**config.mk**
```make
export PLATFORM = sky130hd
export DESIGN_NAME = block_dispatcher
export DESIGN_NICKNAME = d
export VERILOG_FILES = /design/src/rtl/block_dispatcher.sv
export SDC_FILE = /design/constraint.sdc
export NUM_CORES = 1
export LEC_CHECK = 0
export ABC_AREA = 0
export CAP_MARGIN = 15
export CORE_ASPECT_RATIO = 1.2
export CORE_MARGIN = 10
export CORE_UTILIZATION = 50
export DETAILED_ROUTE_END_ITERATION = 12
export PLACE_DENSITY_LB_ADDON = 0.1
export SLEW_MARGIN = 25
export SYNTH_ARGS = -nofsm -noshare
export SYNTH_HDL_FRONTEND = slang
export SYNTH_SLANG_ARGS = --single-unit
```
**constraint.sdc**
```tcl
create_clock -name clk -period 11 [get_ports clk]
set_input_delay 2.2 -clock clk [delete_from_list [all_inputs] [get_ports clk]]
set_output_delay 2.2 -clock clk [all_outputs]
set_load 0.02 [all_outputs]
```
**src/rtl/block_dispatcher.sv**
```systemverilog
// Splits a launch into fixed-size blocks and sequences each compute core through
// reset/start/done, raising a sticky done once every block has completed.
//   state  | meaning
//   S_IDLE | waiting for start; thread_count sampled here
//   S_RUN  | dispatching blocks to idle cores and retiring completions
//   S_DONE | every block finished, all cores held in reset, done held high
module block_dispatcher #(
    parameter int NUM_CORES         = 2,
    parameter int THREADS_PER_BLOCK = 4,
    parameter int TW                = $clog2(THREADS_PER_BLOCK) + 1
) (
    input  logic                      clk,
    input  logic                      reset,
    input  logic                      start,
    input  logic [7:0]                thread_count,
    input  logic [NUM_CORES-1:0]      core_done,
    output logic [NUM_CORES-1:0]      core_start,
    output logic [NUM_CORES-1:0]      core_reset,
    output logic [8*NUM_CORES-1:0]    core_block_id,
    output logic [TW*NUM_CORES-1:0]   core_thread_count,
    output logic                      done
);

    localparam int LOG2 = $clog2(THREADS_PER_BLOCK);

    localparam logic [1:0] S_IDLE = 2'd0;
    localparam logic [1:0] S_RUN  = 2'd1;
    localparam logic [1:0] S_DONE = 2'd2;

    logic [1:0]                     state_q, state_d;
    logic                           done_q, done_d;
    logic [NUM_CORES-1:0]           start_q, start_d;
    logic [NUM_CORES-1:0]           creset_q, creset_d;
    logic [NUM_CORES-1:0][7:0]      id_q, id_d;
    logic [NUM_CORES-1:0][TW-1:0]   cnt_q, cnt_d;
    logic [8:0]                     total_q, total_d;
    logic [8:0]                     disp_q, disp_d;
    logic [8:0]                     fin_q, fin_d;
    logic [TW-1:0]                  tail_q, tail_d;

    logic [8:0]                     launch_blocks;
    logic [TW-1:0]                  launch_tail;

    // Nine bits so thread_count=255 rounds up without wrapping.
    assign launch_blocks = ({1'b0, thread_count} + 9'(THREADS_PER_BLOCK - 1)) >> LOG2;
    assign launch_tail   = (thread_count[LOG2-1:0] == '0) ? TW'(THREADS_PER_BLOCK)
                                                          : TW'(thread_count[LOG2-1:0]);

    always_comb begin
        state_d  = state_q;
        done_d   = done_q;
        start_d  = start_q;
        creset_d = creset_q;
        id_d     = id_q;
        cnt_d    = cnt_q;
        total_d  = total_q;
        disp_d   = disp_q;
        fin_d    = fin_q;
        tail_d   = tail_q;
        case (state_q)
            S_IDLE: begin
                if (start) begin
                    total_d = launch_blocks;
                    tail_d  = launch_tail;
                    disp_d  = '0;
                    fin_d   = '0;
                    if (thread_count == 8'd0) begin
                        done_d  = 1'b1;
                        state_d = S_DONE;
                    end else begin
                        state_d = S_RUN;
                    end
                end
            end
            S_RUN: begin
                // Dispatch keys off the registered reset, so a core retiring this
                // edge sits in reset for at least one full cycle.
                for (int i = 0; i < NUM_CORES; i++) begin
                    if (start_q[i] && core_done[i]) begin
                        start_d[i]  = 1'b0;
                        creset_d[i] = 1'b1;
                        fin_d       = fin_d + 9'd1;
                    end else if (creset_q[i] && (disp_d < total_q)) begin
                        creset_d[i] = 1'b0;
                        start_d[i]  = 1'b1;
                        id_d[i]     = disp_d[7:0];
                        cnt_d[i]    = (disp_d == total_q - 9'd1) ? tail_q
                                                                 : TW'(THREADS_PER_BLOCK);
                        disp_d      = disp_d + 9'd1;
                    end
                end
                if (fin_d == total_q) begin
                    done_d  = 1'b1;
                    state_d = S_DONE;
                end
            end
            S_DONE: begin
                state_d = S_DONE;
            end
            default: begin
                state_d = S_IDLE;
            end
        endcase
    end

    always_ff @(posedge clk) begin
        if (reset) begin
            state_q  <= S_IDLE;
            done_q   <= 1'b0;
            start_q  <= '0;
            creset_q <= '1;
            id_q     <= '0;
            cnt_q    <= '0;
            total_q  <= '0;
            disp_q   <= '0;
            fin_q    <= '0;
            tail_q   <= '0;
        end else begin
            state_q  <= state_d;
            done_q   <= done_d;
            start_q  <= start_d;
            creset_q <= creset_d;
            id_q     <= id_d;
            cnt_q    <= cnt_d;
            total_q  <= total_d;
            disp_q   <= disp_d;
            fin_q    <= fin_d;
            tail_q   <= tail_d;
        end
    end

    assign core_start        = start_q;
    assign core_reset        = creset_q;
    assign core_block_id     = id_q;
    assign core_thread_count = cnt_q;
    assign done              = done_q;

endmodule

```
==> flow_metrics.env, run 1 <==
export IMPL_async_flop_share_pct=0
export IMPL_grt_max_degree=58
export IMPL_slew_headroom_pct=44.6
export IMPL_cts_buffers=9
export IMPL_vias=3786
export IMPL_fillers=754
export IMPL_period_share_pct=53.8
export IMPL_syn_nets=549
export IMPL_die_w_um=104
export IMPL_cts_buffer_depth=2
export IMPL_syn_area_um2=4200
export IMPL_layout_nets=573
export IMPL_clock_sinks=57
export IMPL_finalNonFillerCells=657
export IMPL_io_buffers=39
export IMPL_finClkSkew_ns=0.0110
export IMPL_max_freq_ghz=0.169
export IMPL_synth_seq_cells=57
export IMPL_synthTopCellsByCount="nand2_1 (58), dfxtp_1 (57), nor2_1 (50), a21oi_1 (29), xnor2_1 (28)"
export IMPL_vias_per_cell=5.76
export IMPL_ys_warnings_count=0
export IMPL_dpl_hpwl_um=8580
export IMPL_worst_slew_pin_transition_ns=0.825
export IMPL_h_tree_depth=3
export IMPL_finalPower_uw=1050
export IMPL_maxCapViolations=0
export IMPL_synth_edff_count=0
export IMPL_synthDistinctLibCells=80
export IMPL_ant_nets=0
export IMPL_ys_flop_type="dfxtp_1"
export IMPL_netlist_instances=514
export IMPL_rsz0062_at_grt="no"
export IMPL_p_leak_uw=0.00171
export IMPL_end_kind="register"
export IMPL_cts_clk_slew_worst_paths_ns=0.07
export IMPL_ys_seq_area_share_pct=27.2
export IMPL_hold_class="register to register"
export IMPL_firstDrtPassIters=4
export IMPL_hp_start="done"
export IMPL_die_y_um=120
export IMPL_core_um2=8150
export IMPL_yosysMostFrequentCell="nand2_1"
export IMPL_cts_tree="built"
export IMPL_post_route_min_period_ns=5.91
export IMPL_ioPinCount=40
export IMPL_drive_above_1_share_pct=9.58
export IMPL_syn2layout_area_growth_pct=14.2
export IMPL_min_delay_path_depth=2
export IMPL_cts_root_buf="clkbuf_8"
export IMPL_gp_congestion=0.870
export IMPL_drt_iter0_markers=211
export IMPL_rows=36
export IMPL_tns_ns=0
export IMPL_placed_cells=641
export IMPL_crit_type="primary input to register"
export IMPL_wl_per_cell_um=16.9
export IMPL_synth_avg_cell_area_um2=8.16
export IMPL_status="finished, final reports clean"
export IMPL_setup_violations=0
export IMPL_ff2ff_setup_slack_ns=6.40
export IMPL_hold_violations=0
export IMPL_start_util_pct=51.5
export IMPL_grt_pass1_wl_um=18700
export IMPL_antenna_found_initial=0
export IMPL_drv_slew=0
export IMPL_cp_arrival_ns=6.13
export IMPL_reg2reg_to="core_thread_count[5]"
export IMPL_grt_pass1_vias=3718
export IMPL_wirelength_um=11100
export IMPL_worstPathRequired_ns=11.22
export IMPL_dieArea_um2=12500
export IMPL_rr_worst_depth=16
export IMPL_cts_resized=0
export IMPL_peakVddDrop_mv=0.138
export IMPL_cts_setup_buffers=0
export IMPL_track_usage_pct=18.0
export IMPL_synth_top_cell_area_share_pct=27.2
export IMPL_synth_area_leader_cell="dfxtp_1"
export IMPL_r2r_start="total_q[1]"
export IMPL_hold_buffers=0
export IMPL_startpoint_type="primary input"
export IMPL_drc_errors=0
export IMPL_synth_area_top_cells="dfxtp_1 (27%), ha_1 (6.6%), xnor2_1 (5.8%), nand2_1 (5.2%), nor2_1 (4.5%)"
export IMPL_antenna_cells=0
export IMPL_power_density_nw_per_um2=219
export IMPL_gr_total_overflow=0
export IMPL_whs_endpoint="done"
export IMPL_clock_latency_ns=0.34
export IMPL_cp_max_fo=11
[logic make-up after synthesis]
kind of cell    synth area share (%)
fa+ha+maj                       6.56
xor+xnor                        9.60
mux                             2.39
compound gates                  18.5
flops                           27.2
simple gates                    29.7
buf+inv                         6.11
[critical path, cell delays in order]
cell and delay (ns):
clkdlybuf4s50_1 0.58, and2_1 0.40, nor3_2 0.43, mux2_2 0.46
ha_1 0.28, nor2b_1 0.13, o21a_1 0.16, o21ai_0 0.14
a21oi_1 0.16, or4_1 0.74, nor2_1 0.14, nor4b_2 0.21
a21oi_1 0.09
[per-stage QoR]
| stage | instance area [um^2] | util, % | setup WS [ns] | hold slack, ns |
|---|---|---|---|---|
| after CTS | 4790 | 58.8 | 5.10 | 0.455 |
| after global placement | 4580 | 56.2 | 4.92 | 0.437 |
| after global routing | 4790 | 58.8 | 4.74 | 0.488 |
| after floorplan | 4200 | - | 5.71 | 0.444 |
| final | 4790 | 58.8 | 5.09 | 0.452 |
| after detailed placement | 4580 | 56.2 | 4.77 | 0.442 |
[power breakdown]
group | leakage [uW] | switching, uW | internal (uW) | total [uW]
combinational | 0.00115 | 318 | 225 | 543
clock | 0.000103 | 89.2 | 117 | 206
sequential | 0.000463 | 53.2 | 246 | 299
total | 0.00171 | 460 | 588 | 1050
[cells in the final DEF (no fill, tap or decap), types with 7 or more instances in the layout]
master	count
o21ai_0	12
nand4_1	9
and2_1	8
nand3_1	11
clkdlybuf4s50_1	38
clkbuf_8	11
nand2_1	58
and3_1	8
xnor2_1	28
ha_1	22
inv_1	27
xor2_1	11
a21oi_1	29
a22oi_1	9
nor3_1	21
a211oi_1	9
dfxtp_1	57
or3_1	7
nor2_1	50
[area by class of cell]
type                            instances  area, um^2  share of cell area (%)
Multi-Input combinational cell        402        2800                    58.4
Timing Repair Buffer                   41         400                    8.36
Clock inverter                          4        51.3                    1.07
Clock buffer                           12         155                    3.24
Tap cell                              114         143                    2.98
Inverter                               27         101                    2.12
Sequential cell                        57        1140                    23.8
[worst max-delay path by stage]
stage                 startpoint              endpoint  slack [ns]  cells past startpoint
floorplan           core_done[0]  core_thread_count[3]        5.71                     14
global placement    core_done[0]  core_thread_count[5]        4.92                     13
detailed placement  core_done[0]  core_thread_count[5]        4.77                     13
CTS                 core_done[0]  core_thread_count[5]        5.10                     13
global route        core_done[0]  core_thread_count[5]        4.74                     13
finish              core_done[0]  core_thread_count[5]        5.09                     13
[state kept, by name (all words and copies together), names as in the netlist]
signal / cells
core_reset: 2
core_thread_count: 6
total_q: 7
core_start: 2
done: 1
core_block_id: 16
disp_q: 9
tail_q: 3
state_q: 2
fin_q: 9
[per-layer routing]
| layer | routed length (um) | global-route usage (%) | up-vias |
|---|---|---|---|
| met2 | 5460 | 31.7 | 79 |
| met1 | 4910 | 21.2 | 1795 |
| met3 | 479 | 3.99 | 18 |
| met4 | 259 | 5.92 | 0 |
| li1 | - | - | 1894 |
| met5 | 0 | 0 | - |
Power figures use the tool's default switching activity.
==> run 2, diff against run 1 <==
==> constraint.sdc (replaced) <==
create_clock -name clk -period 4.8 [get_ports clk]
set_input_delay 0.96 -clock clk [delete_from_list [all_inputs] [get_ports clk]]
set_output_delay 0.96 -clock clk [all_outputs]
set_load 0.02 [all_outputs]
==> flow_metrics.env, run 2 (same netlist as run 1, synthesis figures left out) <==
export IMPL_rsz0062_at_grt="no"
export IMPL_h_tree_depth=3
export IMPL_worstPathRequired_ns=5.03
export IMPL_p_leak_uw=0.00176
export IMPL_grtUsageMet2_pct=32.8
export IMPL_firstDrtPassIters=4
export IMPL_rr_worst_depth=15
export IMPL_gr_total_overflow=0
export IMPL_wl_per_cell_um=17.2
export IMPL_cts_setup_buffers=0
export IMPL_drive_above_1_share_pct=11.9
export IMPL_rows=36
export IMPL_post_route_min_period_ns=4.38
export IMPL_busiest_layer="met2"
export IMPL_dpl_hpwl_um=8990
export IMPL_largest_register_ff_count=16
export IMPL_drv_slew=0
export IMPL_grt_max_degree=39
export IMPL_hold_violations=0
export IMPL_grt_use_met1_pct=21.5
export IMPL_r2r_start="total_q[4]"
export IMPL_finalPower_uw=2400
export IMPL_grt_pass1_wl_um=19300
export IMPL_drc_errors=0
export IMPL_clock_latency_ns=0.34
export IMPL_whs_endpoint="core_block_id[5]"
export IMPL_gp_congestion=0.902
export IMPL_finalNonFillerCells=670
export IMPL_finClkSkew_ns=0.00676
export IMPL_final_cell_mix="nand2_1 (58), dfxtp_1 (57), nor2_1 (50), clkdlybuf4s50_1 (38), a21oi_1 (29)"
export IMPL_track_usage_pct=18.6
export IMPL_antenna_found_initial=0
export IMPL_cts_buffer_depth=2
export IMPL_cts_clk_slew_worst_paths_ns=0.08
export IMPL_use_met3_pct=4.04
export IMPL_hold_buffers=0
export IMPL_worst_slew_pin_transition_ns=0.762
export IMPL_crit_type="register to register"
export IMPL_vias_per_cell=5.68
export IMPL_start_util_pct=51.5
export IMPL_io_buffers=39
export IMPL_tns_ns=0
export IMPL_cp_arrival_ns=4.61
export IMPL_status="finished, final reports clean"
export IMPL_cts_resized=0
export IMPL_antenna_cells=0
export IMPL_cts_root_buf="clkbuf_8"
export IMPL_power_density_nw_per_um2=493
export IMPL_placement_cell_area_um2=4680
export IMPL_syn2layout_area_growth_pct=15.9
export IMPL_die_w_um=104
export IMPL_setup_violations=0
export IMPL_clock_sinks=57
export IMPL_fillers=761
export IMPL_maxCapViolations=0
export IMPL_cts_tree="built"
export IMPL_grt_pass1_vias=3778
export IMPL_ant_nets=0
export IMPL_design_area_um2=4860
export IMPL_ioPinCount=40
export IMPL_layout_commonest_cell="nand2_1"
export IMPL_layout_nets=586
export IMPL_placed_cells=654
export IMPL_wirelength_um=11500
export IMPL_period_share_pct=91.3
export IMPL_peakVddDrop_mv=0.299
export IMPL_slew_headroom_pct=49.2
export IMPL_utilization_pct=59.6
export IMPL_vias=3803
export IMPL_max_freq_ghz=0.228
export IMPL_hold_class="register to register"
export IMPL_ff2ff_setup_slack_ns=0.42
export IMPL_end_kind="register"
export IMPL_min_delay_path_depth=2
export IMPL_dieArea_um2=12500
export IMPL_die_y_um=120
export IMPL_cp_max_fo=9
export IMPL_drt_iter0_markers=219
export IMPL_hp_start="core_block_id[5]"
export IMPL_reg2reg_to="disp_q[5]"
export IMPL_startpoint_type="register"
export IMPL_cts_buffers=9
export IMPL_core_um2=8150
run 2: cell count changes in the layout (fill, tap and decap cells not counted):
cell and delta:
clkinv_2 +1, buf_4 +13, inv_6 +1, clkbuf_1 -1, bufinv_16 -1, clkinvlp_4 +1, clkbuf_8 -1
run 2: layout make-up:
class / instances / area (um^2) / area share [%]
well taps: 114 / 143 / 2.93
repair buffers: 54 / 498 / 10.2
inverters: 27 / 101 / 2.08
clock buffers: 10 / 138 / 2.83
multi-input cells: 402 / 2800 / 57.6
clock inverters: 6 / 42.5 / 0.875
flip-flops and latches: 57 / 1140 / 23.5
run 2: how the worst max path moves through the flow:
stage / end / slack (ns) / from
2_1_floorplan: core_thread_count[3] / 0.75 / total_q[4]
3_3_place_gp: disp_q[5] / 0.40 / core_done[0]
3_5_place_dp: disp_q[5] / 0.31 / core_done[0]
4_1_cts: disp_q[5] / 0.47 / total_q[4]
5_1_grt: disp_q[5] / 0.01 / total_q[4]
6_report: disp_q[5] / 0.42 / total_q[4]
run 2: per-stage QoR:
step | hold slack [ns] | setup slack (ns)
floorplan | 0.444 | 0.747
global placement | 0.437 | 0.400
detailed placement | 0.447 | 0.312
CTS | 0.458 | 0.470
global route | 0.482 | 0.0121
finish | 0.454 | 0.416
run 2: where the power goes:
group          total [uW]  internal [uW]  switching [uW]
clock network         420            202             218
registers             663            563             100
logic                1310            549             766
total                2400           1310            1080
run 2: critical path: stages (launching register included):
cell and delay (ns):
dfxtp_1 0.46, inv_1 0.15, ha_1 0.33, a21o_1 0.17, a21oi_2 0.19, o2111ai_4 0.24
nor3_1 0.54, nand2_1 0.17, xnor2_1 0.21, ha_1 0.20, nor4_1 0.31, nand2_1 0.18
nor3_1 0.39, and4b_1 0.37, a21oi_1 0.10, a211o_1 0.26
run 2: metal layers:
layer  up-vias  share of wire (%)
met5         -                  0
met4         0                2.2
li1       1913                  -
met3        20                4.2
met1      1799                 43
met2        71                 51
==> run 3, diff against run 2 <==
--- a/config.mk
+++ b/config.mk
@@ -11,6 +11,7 @@
 export CORE_MARGIN = 10
 export CORE_UTILIZATION = 50
 export DETAILED_ROUTE_END_ITERATION = 12
+export MAX_ROUTING_LAYER = met4
 export PLACE_DENSITY_LB_ADDON = 0.1
 export SLEW_MARGIN = 25
 export SYNTH_ARGS = -nofsm -noshare
==> flow_metrics.env, run 3 (same netlist as run 1, synthesis figures left out) <==
export IMPL_post_route_min_period_ns=4.36
export IMPL_cts_buffer_depth=2
export IMPL_cts_clk_slew_worst_paths_ns=0.07
export IMPL_tns_ns=0
export IMPL_startpoint_type="register"
export IMPL_drt_iter0_markers=158
export IMPL_final_cell_mix="nand2_1 (58), dfxtp_1 (57), nor2_1 (50), clkdlybuf4s50_1 (38), a21oi_1 (29)"
export IMPL_gr_total_overflow=0
export IMPL_grt_pass1_vias=3796
export IMPL_start_util_pct=51.5
export IMPL_cts_buffers=9
export IMPL_placement_cell_area_um2=4730
export IMPL_drv_slew=0
export IMPL_io_buffers=39
export IMPL_cp_slowest_cell="or4_1"
export IMPL_p_leak_uw=0.00181
export IMPL_drive_above_1_share_pct=13.0
export IMPL_power_density_nw_per_um2=502
export IMPL_clock_latency_ns=0.36
export IMPL_die_w_um=104
export IMPL_wl_per_cell_um=17.3
export IMPL_worst_slew_pin_transition_ns=0.715
export IMPL_largest_register_ff_count=16
export IMPL_layout_nets=593
export IMPL_h_tree_depth=3
export IMPL_cts_tree="built"
export IMPL_dpl_hpwl_um=9210
export IMPL_rsz0062_at_grt="no"
export IMPL_cp_arrival_ns=4.60
export IMPL_firstDrtPassIters=5
export IMPL_ant_nets=0
export IMPL_slew_headroom_pct=52.4
export IMPL_finalPower_uw=2480
export IMPL_slowest_delay_ns=0.68
export IMPL_drc_errors=0
export IMPL_syn2layout_area_growth_pct=17.7
export IMPL_cp_max_fo=9
export IMPL_cp_top_family="simple AND/OR/NAND/NOR gates"
export IMPL_dieArea_um2=12500
export IMPL_design_area_um2=4940
export IMPL_crit_path_cell_trace="inv_1 > ha_1 > a21o_1 > a21oi_2 > o2111ai_4 > nor3_1 > nand2_1 > xnor2_1 > ha_1 > o21ai_0 > a21oi_1 > or4_1 > nor2_1 > nor4b_2 > a21oi_1"
export IMPL_ioPinCount=40
export IMPL_cts_root_buf="clkbuf_8"
export IMPL_track_usage_pct=19.6
export IMPL_gp_congestion=0.916
export IMPL_crit_type="register to register"
export IMPL_antenna_cells=0
export IMPL_wirelength_um=11700
export IMPL_period_share_pct=90.9
export IMPL_hold_violations=0
export IMPL_grt_max_degree=36
export IMPL_hold_buffers=0
export IMPL_crit_buf_inv=1
export IMPL_end_kind="register"
export IMPL_peakVddDrop_mv=0.260
export IMPL_worstPathRequired_ns=5.04
export IMPL_die_y_um=120
export IMPL_pre_cts_slack_ns=0.320
export IMPL_finClkSkew_ns=0.00825
export IMPL_antenna_found_initial=0
export IMPL_setup_violations=0
export IMPL_hold_class="register to register"
export IMPL_rows=36
export IMPL_cts_resized=0
export IMPL_max_freq_ghz=0.229
export IMPL_grt_pass1_wl_um=19400
export IMPL_status="finished, final reports clean"
export IMPL_vias=3903
export IMPL_cts_setup_buffers=0
export IMPL_clock_sinks=57
export IMPL_setup_slack_ns=0.439
export IMPL_vias_per_cell=5.77
export IMPL_core_um2=8150
export IMPL_layout_commonest_cell="nand2_1"
export IMPL_maxCapViolations=0
[run 3: worst paths after layout]
path | start | end | slack [ns] | cells past startpoint
worst max-delay path | total_q[4] | core_thread_count[5] | 0.44 | 15
worst max register to register | total_q[4] | core_thread_count[5] | 0.44 | 15
worst min register to register | core_block_id[5] | core_block_id[5] | 0.45 | 2
worst min-delay path | core_block_id[5] | core_block_id[5] | 0.45 | 2
[run 3: through the flow]
step / instances / utilization [%] / hold slack [ns]
floorplan: 514 / - / 0.444
global placement: 661 / 58.1 / 0.438
detailed placement: 661 / 58.1 / 0.449
CTS: 677 / 60.6 / 0.459
global route: 677 / 60.6 / 0.484
finish: 677 / 60.6 / 0.453
[run 3: cell type report]
type                            instances  area (um^2)
Tap cell                              114          143
Multi-Input combinational cell        402         2800
Fill cell                             764         3210
Sequential cell                        57         1140
Timing Repair Buffer                   61          551
Clock buffer                           10          138
Clock inverter                          6         67.6
Inverter                               27          101
[run 3: routing by layer]
layer | track usage [%] | part of all wire, % | vias to the layer above
li1 | - | - | 1925
met1 | 22.0 | 43 | 1852
met2 | 32.9 | 50 | 102
met3 | 3.29 | 4.7 | 24
met4 | 10.2 | 2.8 | 0
met5 | - | 0 | -
[run 3: report_power, final]
| group | leakage (uW) | switching, uW | internal, uW |
|---|---|---|---|
| Clock | 0.0000985 | 212 | 254 |
| Combinational | 0.00125 | 789 | 573 |
| Sequential | 0.000463 | 89.2 | 563 |
| Total | 0.00181 | 1090 | 1390 |
[run 3: tightest hold or removal path: stages (launching register included)]
cell     delay (ns)
dfxtp_1        0.31
nand2_1        0.05
a21oi_1        0.05
